### src/rtl/score_pkg.sv
// rtl/score_pkg.sv - shared sprite geometry and BCD score types
package score_pkg;

  localparam int SPRITE_W      = 32;
  localparam int SPRITE_H      = 32;
  localparam int SPRITE_ADDR_W = 19;

  typedef logic [3:0] bcd_digit_t;

  typedef struct packed {
    bcd_digit_t hundreds;
    bcd_digit_t tens;
    bcd_digit_t units;
  } score_t;

endpackage

### src/rtl/score_digit_fetch_if.sv
// rtl/score_digit_fetch_if.sv - score control, pixel position and ROM fetch bundle
interface score_digit_fetch_if;
  import score_pkg::*;

  logic                     score_inc;
  logic                     score_clr;
  logic [9:0]               DrawX;
  logic [9:0]               DrawY;
  logic [SPRITE_ADDR_W-1:0] read_address;
  logic [3:0]               digit_sel;
  logic                     sprite_on;
  logic [11:0]              score_bcd;

  // Drives score pulses and pixel position, consumes the fetch results
  modport master (
    output score_inc, score_clr, DrawX, DrawY,
    input  read_address, digit_sel, sprite_on, score_bcd
  );

  // The fetch block itself
  modport slave (
    input  score_inc, score_clr, DrawX, DrawY,
    output read_address, digit_sel, sprite_on, score_bcd
  );

endinterface

### src/rtl/bcd_sat_counter.sv
// rtl/bcd_sat_counter.sv - 3-digit BCD counter, saturating at 999, clear wins over increment
module bcd_sat_counter
  import score_pkg::*;
(
  input  logic   clk,
  input  logic   rst_n,
  input  logic   inc,
  input  logic   clr,
  output score_t score
);

  score_t score_q;
  score_t score_d;
  logic   at_max;

  assign at_max = (score_q.hundreds == 4'd9) && (score_q.tens == 4'd9) && (score_q.units == 4'd9);

  // Next score: clear first, otherwise ripple-carry increment unless already at 999
  always_comb begin
    score_d = score_q;
    if (clr) begin
      score_d = '0;
    end else if (inc && !at_max) begin
      if (score_q.units == 4'd9) begin
        score_d.units = 4'd0;
        if (score_q.tens == 4'd9) begin
          score_d.tens     = 4'd0;
          score_d.hundreds = score_q.hundreds + 4'd1;
        end else begin
          score_d.tens = score_q.tens + 4'd1;
        end
      end else begin
        score_d.units = score_q.units + 4'd1;
      end
    end
  end

  // Score register
  always_ff @(posedge clk or negedge rst_n) begin
    if (!rst_n) begin
      score_q <= '0;
    end else begin
      score_q <= score_d;
    end
  end

  assign score = score_q;

endmodule

### src/rtl/score_digit_fetch.sv
// rtl/score_digit_fetch.sv - maps pixel position in the score box to digit ROM address and select
module score_digit_fetch
  import score_pkg::*;
#(
  parameter logic [9:0] X_ORIGIN      = 10'd544,
  parameter logic [9:0] Y_ORIGIN      = 10'd16,
  parameter int         NUM_DIGITS    = 3,
  parameter bit         BLANK_LEADING = 1'b1
) (
  input  logic                Clk,
  input  logic                Reset_n,
  score_digit_fetch_if.slave  bus
);

  localparam int BOX_W = NUM_DIGITS * SPRITE_W;

  score_t score_live;

  // Frame snapshot, pipeline stage 1 and stage 2 registers
  score_t                   snap_q,      snap_d;
  logic [SPRITE_ADDR_W-1:0] addr_q,      addr_d;
  logic                     v1_q,        v1_d;
  bcd_digit_t               d1_q,        d1_d;
  logic                     sprite_on_q, sprite_on_d;
  bcd_digit_t               digit_sel_q, digit_sel_d;

  // Stage 0 hit-test signals
  logic [10:0] x_ext, y_ext, x_lo, x_hi, y_lo, y_hi;
  logic        in_box;
  logic [6:0]  lx;
  logic [4:0]  ly;
  logic [1:0]  slot;
  bcd_digit_t  slot_digit;
  logic        slot_blank;

  bcd_sat_counter u_counter (
    .clk   (Clk),
    .rst_n (Reset_n),
    .inc   (bus.score_inc),
    .clr   (bus.score_clr),
    .score (score_live)
  );

  // Box bounds are compared one bit wider so X_ORIGIN+width cannot wrap
  assign x_ext = {1'b0, bus.DrawX};
  assign y_ext = {1'b0, bus.DrawY};
  assign x_lo  = {1'b0, X_ORIGIN};
  assign y_lo  = {1'b0, Y_ORIGIN};
  assign x_hi  = x_lo + 11'(BOX_W);
  assign y_hi  = y_lo + 11'(SPRITE_H);

  assign in_box = (x_ext >= x_lo) && (x_ext < x_hi) && (y_ext >= y_lo) && (y_ext < y_hi);

  // Local offsets wrap outside the box; they are only meaningful when in_box is set
  assign lx   = 7'(bus.DrawX - X_ORIGIN);
  assign ly   = 5'(bus.DrawY - Y_ORIGIN);
  assign slot = lx[6:5];

  // Pick the snapshot digit for the current slot and decide leading-zero blanking
  always_comb begin
    slot_digit = snap_q.units;
    slot_blank = 1'b0;
    case (slot)
      2'd0: begin
        slot_digit = snap_q.hundreds;
        slot_blank = BLANK_LEADING && (snap_q.hundreds == 4'd0);
      end
      2'd1: begin
        slot_digit = snap_q.tens;
        slot_blank = BLANK_LEADING && (snap_q.hundreds == 4'd0) && (snap_q.tens == 4'd0);
      end
      default: begin
        slot_digit = snap_q.units;
        slot_blank = 1'b0;
      end
    endcase
  end

  // Next-state for snapshot and both pipeline stages
  always_comb begin
    snap_d      = snap_q;
    addr_d      = '0;
    v1_d        = 1'b0;
    d1_d        = '0;
    sprite_on_d = v1_q;
    digit_sel_d = d1_q;
    // Latch the live score at the top-left pixel so a frame never shows two values
    if ((bus.DrawX == 10'd0) && (bus.DrawY == 10'd0)) begin
      snap_d = score_live;
    end
    if (in_box) begin
      addr_d = SPRITE_ADDR_W'({ly, lx[4:0]});
      v1_d   = !slot_blank;
      d1_d   = slot_digit;
    end
  end

  // Pipeline registers; stage 2 lines up with the ROM's registered data_Out
  always_ff @(posedge Clk or negedge Reset_n) begin
    if (!Reset_n) begin
      snap_q      <= '0;
      addr_q      <= '0;
      v1_q        <= 1'b0;
      d1_q        <= '0;
      sprite_on_q <= 1'b0;
      digit_sel_q <= '0;
    end else begin
      snap_q      <= snap_d;
      addr_q      <= addr_d;
      v1_q        <= v1_d;
      d1_q        <= d1_d;
      sprite_on_q <= sprite_on_d;
      digit_sel_q <= digit_sel_d;
    end
  end

  assign bus.read_address = addr_q;
  assign bus.sprite_on    = sprite_on_q;
  assign bus.digit_sel    = digit_sel_q;
  assign bus.score_bcd    = score_live;

endmodule

### src/flat_wrapper.sv
// flat-port wrapper written by rule: the top's interface ports become plain ports
module score_digit_fetch_flat import score_pkg::*;
#(
  parameter logic [9:0] X_ORIGIN      = 10'd544,
  parameter logic [9:0] Y_ORIGIN      = 10'd16,
  parameter int         NUM_DIGITS    = 3,
  parameter bit         BLANK_LEADING = 1'b1
)
  (Clk, Reset_n, bus_score_inc, bus_score_clr, bus_DrawX, bus_DrawY, bus_read_address, bus_digit_sel, bus_sprite_on, bus_score_bcd);
  score_digit_fetch_if bus_i ();
  input  logic Clk;
  input  logic Reset_n;
  input wire logic [$bits(bus_i.score_inc)-1:0] bus_score_inc;
  input wire logic [$bits(bus_i.score_clr)-1:0] bus_score_clr;
  input wire logic [$bits(bus_i.DrawX)-1:0] bus_DrawX;
  input wire logic [$bits(bus_i.DrawY)-1:0] bus_DrawY;
  output wire logic [$bits(bus_i.read_address)-1:0] bus_read_address;
  output wire logic [$bits(bus_i.digit_sel)-1:0] bus_digit_sel;
  output wire logic [$bits(bus_i.sprite_on)-1:0] bus_sprite_on;
  output wire logic [$bits(bus_i.score_bcd)-1:0] bus_score_bcd;
  assign bus_i.score_inc = bus_score_inc;
  assign bus_i.score_clr = bus_score_clr;
  assign bus_i.DrawX = bus_DrawX;
  assign bus_i.DrawY = bus_DrawY;
  assign bus_read_address = bus_i.read_address;
  assign bus_digit_sel = bus_i.digit_sel;
  assign bus_sprite_on = bus_i.sprite_on;
  assign bus_score_bcd = bus_i.score_bcd;
  score_digit_fetch #(.X_ORIGIN(X_ORIGIN), .Y_ORIGIN(Y_ORIGIN), .NUM_DIGITS(NUM_DIGITS), .BLANK_LEADING(BLANK_LEADING)) u_core (.Clk(Clk), .Reset_n(Reset_n), .bus(bus_i));
endmodule
### config.mk
export PLATFORM = sky130hd
export DESIGN_NAME = score_digit_fetch_flat
export DESIGN_NICKNAME = d
export VERILOG_FILES = /design/src/rtl/score_pkg.sv /design/src/rtl/score_digit_fetch_if.sv /design/src/rtl/bcd_sat_counter.sv /design/src/rtl/score_digit_fetch.sv /design/src/flat_wrapper.sv
export SDC_FILE = /design/constraint.sdc
export NUM_CORES = 1
export LEC_CHECK = 0
export CAP_MARGIN = 10
export CORE_MARGIN = 8
export CORE_UTILIZATION = 45
export CTS_CLUSTER_DIAMETER = 150
export DETAILED_ROUTE_END_ITERATION = 12
export GPL_ROUTABILITY_DRIVEN = 0
export PLACE_DENSITY = 0.76
export SLEW_MARGIN = 5
export SYNTH_ARGS = -nofsm -noshare
export SYNTH_HDL_FRONTEND = slang
export SYNTH_HIERARCHICAL = 1
export SYNTH_SLANG_ARGS = --single-unit
### constraint.sdc
create_clock -name Clk -period 2.2 [get_ports Clk]
set_input_delay 0.44 -clock Clk [delete_from_list [all_inputs] [get_ports Clk]]
set_output_delay 0.44 -clock Clk [all_outputs]
set_load 0.005 [all_outputs]
== After elaboration in Yosys (flattened, before gate mapping) ==
Index checks and enable logic that the tools add are counted.
Cells by class
  add/sub/neg operators: 5
  multipliers: 0
  divide/modulo/power cells: 0
  $lt $le $gt $ge: 4
  equal/unequal tests: 4
  shifts and indexed selects: 0
  muxes and demuxes: 11
  bitwise gates (word level): 0
  reductions and logical operators: 20
Operators with widths (count)
  $mux 12: 2
  $logic_not 10->1: 2
  $mux 4: 4
  $add 4x1->4 const B: 3
  $eq 4x4->1 const B: 3
  $ge 10x10->1 const B: 1
  $ge 10x5->1 const B: 1
  $lt 10x10->1 const B: 1
  $lt 10x6->1 const B: 1
  $mux 10: 1
  $logic_and 1x1->1: 8
  $logic_not 4->1: 2
  $mux 8: 1
  $pmux 4 s2: 1
  $sub 7x6->7 const B: 1
  $reduce_bool 2->1: 3
  $sub 5x5->5 const B: 1
  $reduce_and 3->1: 1
  $eq 2x1->1 const B: 1
  $logic_not 1->1: 2
  $logic_not 2->1: 1
  $pmux 1 s2: 1
  $reduce_and 2->1: 1
  $mux 1: 1
Word-level totals
  bits in registers: 44
  latch bits: 0
  bits in writable memories: 0
  memory bits (read-only): 0
  input bits: 24
  output and inout port bits: 36
  logic and storage cells: 55
  memories: 0

== Longest topological paths before layout ==
  depth in word-level cells: 7
  depth in mapped cells: 6
  gate-level depth less buffers: 6

== Modules after synthesis ==
Netlist, hierarchy kept.
By module, submodules not included
  score_digit_fetch: times used 1, cells each 105, area each 1310.0 um^2
  bcd_sat_counter: times used 1, cells each 76, area each 750.7 um^2

== Worst setup path after synthesis ==
OpenSTA, ideal clock, no wires.
  path kind: input port to flip-flop
  start point: input bus_DrawX[5]
  end point: register u_core.v1_q (netlist: u_core/sprite_on_d)
  data arrival time: 1.576 ns
  required time: 2.079 ns
  setup slack: 0.503 ns
  stages: 6
  path through: inv_1 ha_1 clkbuf_1 or4_1 nor3_1 nor2_1
On the way
  longest elaborated chain between the ends: 5
  elaborated cells between the ends (all ways): 11
RTL lines
  start, declared: RTL line flat_wrapper.sv:15  | input wire logic [$bits(bus_i.DrawX)-1:0] bus_DrawX;
  $sub 7x6->7 (tied with other cells): RTL line score_digit_fetch.sv:55  | assign lx = 7'(bus.DrawX - X_ORIGIN);
  $eq 2x1->1 (tied with other cells): RTL line score_digit_fetch.sv:63  | case (slot)
  $pmux 1 s2 / $logic_and 1x1->1 (equally long branches): RTL line score_digit_fetch.sv:63, score_digit_fetch.sv:52
  $logic_not 1->1 / $logic_and 1x1->1 (equally long branches): RTL line score_digit_fetch.sv:93, score_digit_fetch.sv:52
  $mux 1 *: RTL line score_digit_fetch.sv:91  | if (in_box) begin
  via u_core.v1_d: RTL line score_digit_fetch.sv:22  | logic v1_q, v1_d;
  end signal, assigned: RTL line score_digit_fetch.sv:110  | v1_q <= v1_d;
  end, declared: RTL line score_digit_fetch.sv:22
Mark *: on every way through the listed nets, which the timed path passes. The rest lies on a longest branch.
A chain may end at the register's enable or synchronous reset.

== Worst setup path after layout ==
  start point: input bus_DrawX[5]
  end point: register u_core/snap_q[7] (netlist bit)
On the way
  longest elaborated chain between the ends: 2
RTL lines
  $logic_not 10->1: RTL line score_digit_fetch.sv:88  | if ((bus.DrawX == 10'd0) && (bus.DrawY == 10'd0)) begin
  $logic_and 1x1->1: RTL line score_digit_fetch.sv:88
  end signal, assigned: RTL line score_digit_fetch.sv:108  | snap_q <= snap_d;
  end, declared: RTL line score_digit_fetch.sv:20  | score_t snap_q, snap_d;
No other way between the ends.

==> metrics.md <==
| Metric | Value |
|---|---|
| Worst setup EP type | `flip-flop` |
| Initial antenna violation count | `0` |
| Ys flop type | `dfrtp_1` |
| Fraction of layout cells with a size suffix above 1 | `14.6%` |
| Largest net degree at the start of global routing | `45` |
| Commonest non-fill, non-tap cell in the layout | `clkdlybuf4s50_1` |
| Status | `completed` |
| Initial Util | `47.0%` |
| CTS tree | `yes` |
| Tightest Hold Check Type | `in -> async` |
| Post-Route Setup TNS | `0 ns` |
| Tmin final | `1.83 ns` |
| Max transition margin | `62.9%` |
| Cells after synthesis | `181` |
| Post-CTS Setup Bufs | `0` |
| Row cnt | `24` |
| Clk pin slew, worst setup/hold paths | `0.08 ns` |
| Worst setup SP type | `input pin` |
| Core region area | `4380 um^2` |
| Pre-CTS setup slack | `0.0722 ns` |
| Final wirelength | `4380 um` |
| Peak VDD IR | `0.292 mV` |
| Drt pass-1 iters | `4` |
| Vias per inst | `5.15` |
| GRT Total Usage | `13.0%` |
| Synthesized area | `2060 um^2` |
| Maxcap violations | `0` |
| # diodes | `0` |
| Setup slack after layout | `0.367 ns` |
| Port buffer count | `50` |
| DP Area | `2610 um^2` |
| WL/cell | `15.0 um` |
| Post-route insts no fill | `292` |
| Ports | `60` |
| Tcrit/Tclk final | `83.3%` |
| # setup viols final | `0` |
| Worst Max-Slew Pin Slew | `0.557 ns` |
| Fin. Hold Viols | `0` |
| Fillers | `375` |
| Leak | `0.00127 uW` |
| Resize count post-CTS | `0` |
| Seq/Total Area, Yosys | `between 50% and 60%` |
| Most frequent cells in the layout | `clkdlybuf4s50_1, dfrtp_1, nor2_1` |
| Max Clock Freq | `546 MHz` |
| Clock buffer depth | `2` |
| Post-CTS Hold Fix Bufs | `0` |
| Num Clock Sinks | `between 40 and 50` |
| Vias in the first global route | `between 1500 and 2000` |
| CP max FO | `12` |
| Clk_skew | `0.00433 ns` |
| First-pass GRT wire length | `~7600 um` |
| Total CTS buffers | `5` |
| Root buf cell | `clkbuf_8` |
| H-tree Lvls | `2` |
| Grt total ovfl | `0` |
| Post-synth EDFFs | `0` |
| Reg2reg start | `u_core/u_counter/score[1]$_DFFE_PN0P_` |
| Layout net count | `271` |
| Seq cells post-synth | `44` |
| PD cells | `roughly 530 nW/um^2` |
| Asr flop ratio synth | `100%` |
| Synth cell types | `40` |
| Placed cell count | `284` |
| Clk_lat worst skew | `a little under 0.3 ns` |
| Slew Viols, Final | `0` |
| Mean Syn Cell Area | `11.4 um^2` |
| Final instance area | `roughly 2700 um^2` |
| Dpl hpwl | `between 3000 and 4000 um` |
| Area Growth Syn to Fin | `31.2%` |
| Total die area | `7000 um^2` |
| Antenna Violating Nets Remaining | `0` |
| Residual DRC | `0` |
| CP Data Required Time | `2.38 ns` |
| Via Count | `1504` |
| Kind of critical path | `in -> reg` |
| Synth warnings | `6` |
| Width of the die | `about 84 um` |
| CP arrival | `between 2 and 2.5 ns` |
| Critical Path Source | `bus_DrawX[5]` |
| Die Ht | `83.7 um` |
| RSZ-0062 raised after global routing | `no` |
| Starting DRT DRC Count | `89` |
==> final cells by class <==
cell class | count | area, um^2 | share of cell area (%)
Timing Repair Buffer | 57 | 548 | 20.3
Clock buffer | 6 | 82.6 | 3.05
Clock inverter | 2 | 10.0 | 0.370
Tap cell | 52 | 65.1 | 2.41
Inverter | 5 | 18.8 | 0.694
Multi-Input combinational cell | 126 | 878 | 32.5
Sequential cell | 44 | 1100 | 40.7
==> kinds of logic after synthesis <==
kind of cell | Yosys count | synth area share, %
compound gates | 25 | 7.29
xor+xnor | 3 | 1.28
fa+ha+maj | 8 | 4.86
buf+inv | 19 | 5.40
flops | 44 | 53.4
mux | 14 | 7.59
other cells | 1 | 0.182
simple gates | 67 | 20.0
==> layer usage <==
metal,up-vias,wire [um],part of all wire (%),GRT usage (%)
li1,736,-,-,-
met1,721,1860,42,16.0
met2,43,2210,50,20.6
met3,4,263,6.0,4.39
met4,0,51,1.2,4.71
met5,-,0,0,0
==> worst max-delay path, cell delays in order <==
cell and delay, ns:
clkdlybuf4s50_1 0.42, buf_4 0.15, nor3_2 0.20, nand4_1 0.12, nor2_1 0.11, buf_4 0.21, mux2_2 0.36
==> per-stage QoR <==
stage               power, uW  hold WS, ns  utilization [%]
floorplan                 880        0.144                -
CTS                      1470        0.236             61.7
finish                   1450        0.222             61.7
detailed placement        950        0.335             59.6
global route             1510        0.251             61.7
global placement          947        0.333             59.6
==> synthesized netlist by cell type, drive strengths merged, types with 5 or more instances <==
library cell,n,area share (%)
a21oi,13,3.2
and2,9,2.7
buf,11,3.9
dfrtp,44,53
ha,8,4.9
inv,5,0.91
mux2,13,7.1
nand2,5,0.91
nor2,19,3.5
nor3,5,1.5
nor4,5,1.8
==> sequential cells by signal, indices dropped and copies added, names as in the netlist <==
signal / count
u_core/bus.digit_sel: 4
u_core/bus.sprite_on: 1
u_core/d1_q: 4
u_core/sprite_on_d: 1
u_core/u_counter/score: 12
u_core/snap_q: 12
u_core/bus.read_address: 10
==> worst paths after layout <==
kind,end,slack [ns],depth (start not counted)
min,u_core/u_counter/score[6]$_DFFE_PN0P_,0.22,2
max in group asynchronous,u_core/bus.read_address[9]$_DFF_PN0_,1.60,2
min in group Clk,u_core/bus.digit_sel[1]$_DFF_PN0_,0.35,0
max reg2reg,u_core/u_counter/score[11]$_DFFE_PN0P_,0.45,6
max,u_core/snap_q[7]$_DFFE_PN0P_,0.37,7
min reg2reg,u_core/bus.digit_sel[1]$_DFF_PN0_,0.35,0
==> report_power, final <==
| group | total (uW) | switching [uW] | internal [uW] |
|---|---|---|---|
| clock network | 514 | 263 | 251 |
| logic | 117 | 55.9 | 60.7 |
| registers | 816 | 5.27 | 811 |
| total | 1450 | 324 | 1120 |
No activity file was read; power rests on OpenSTA's default activity.
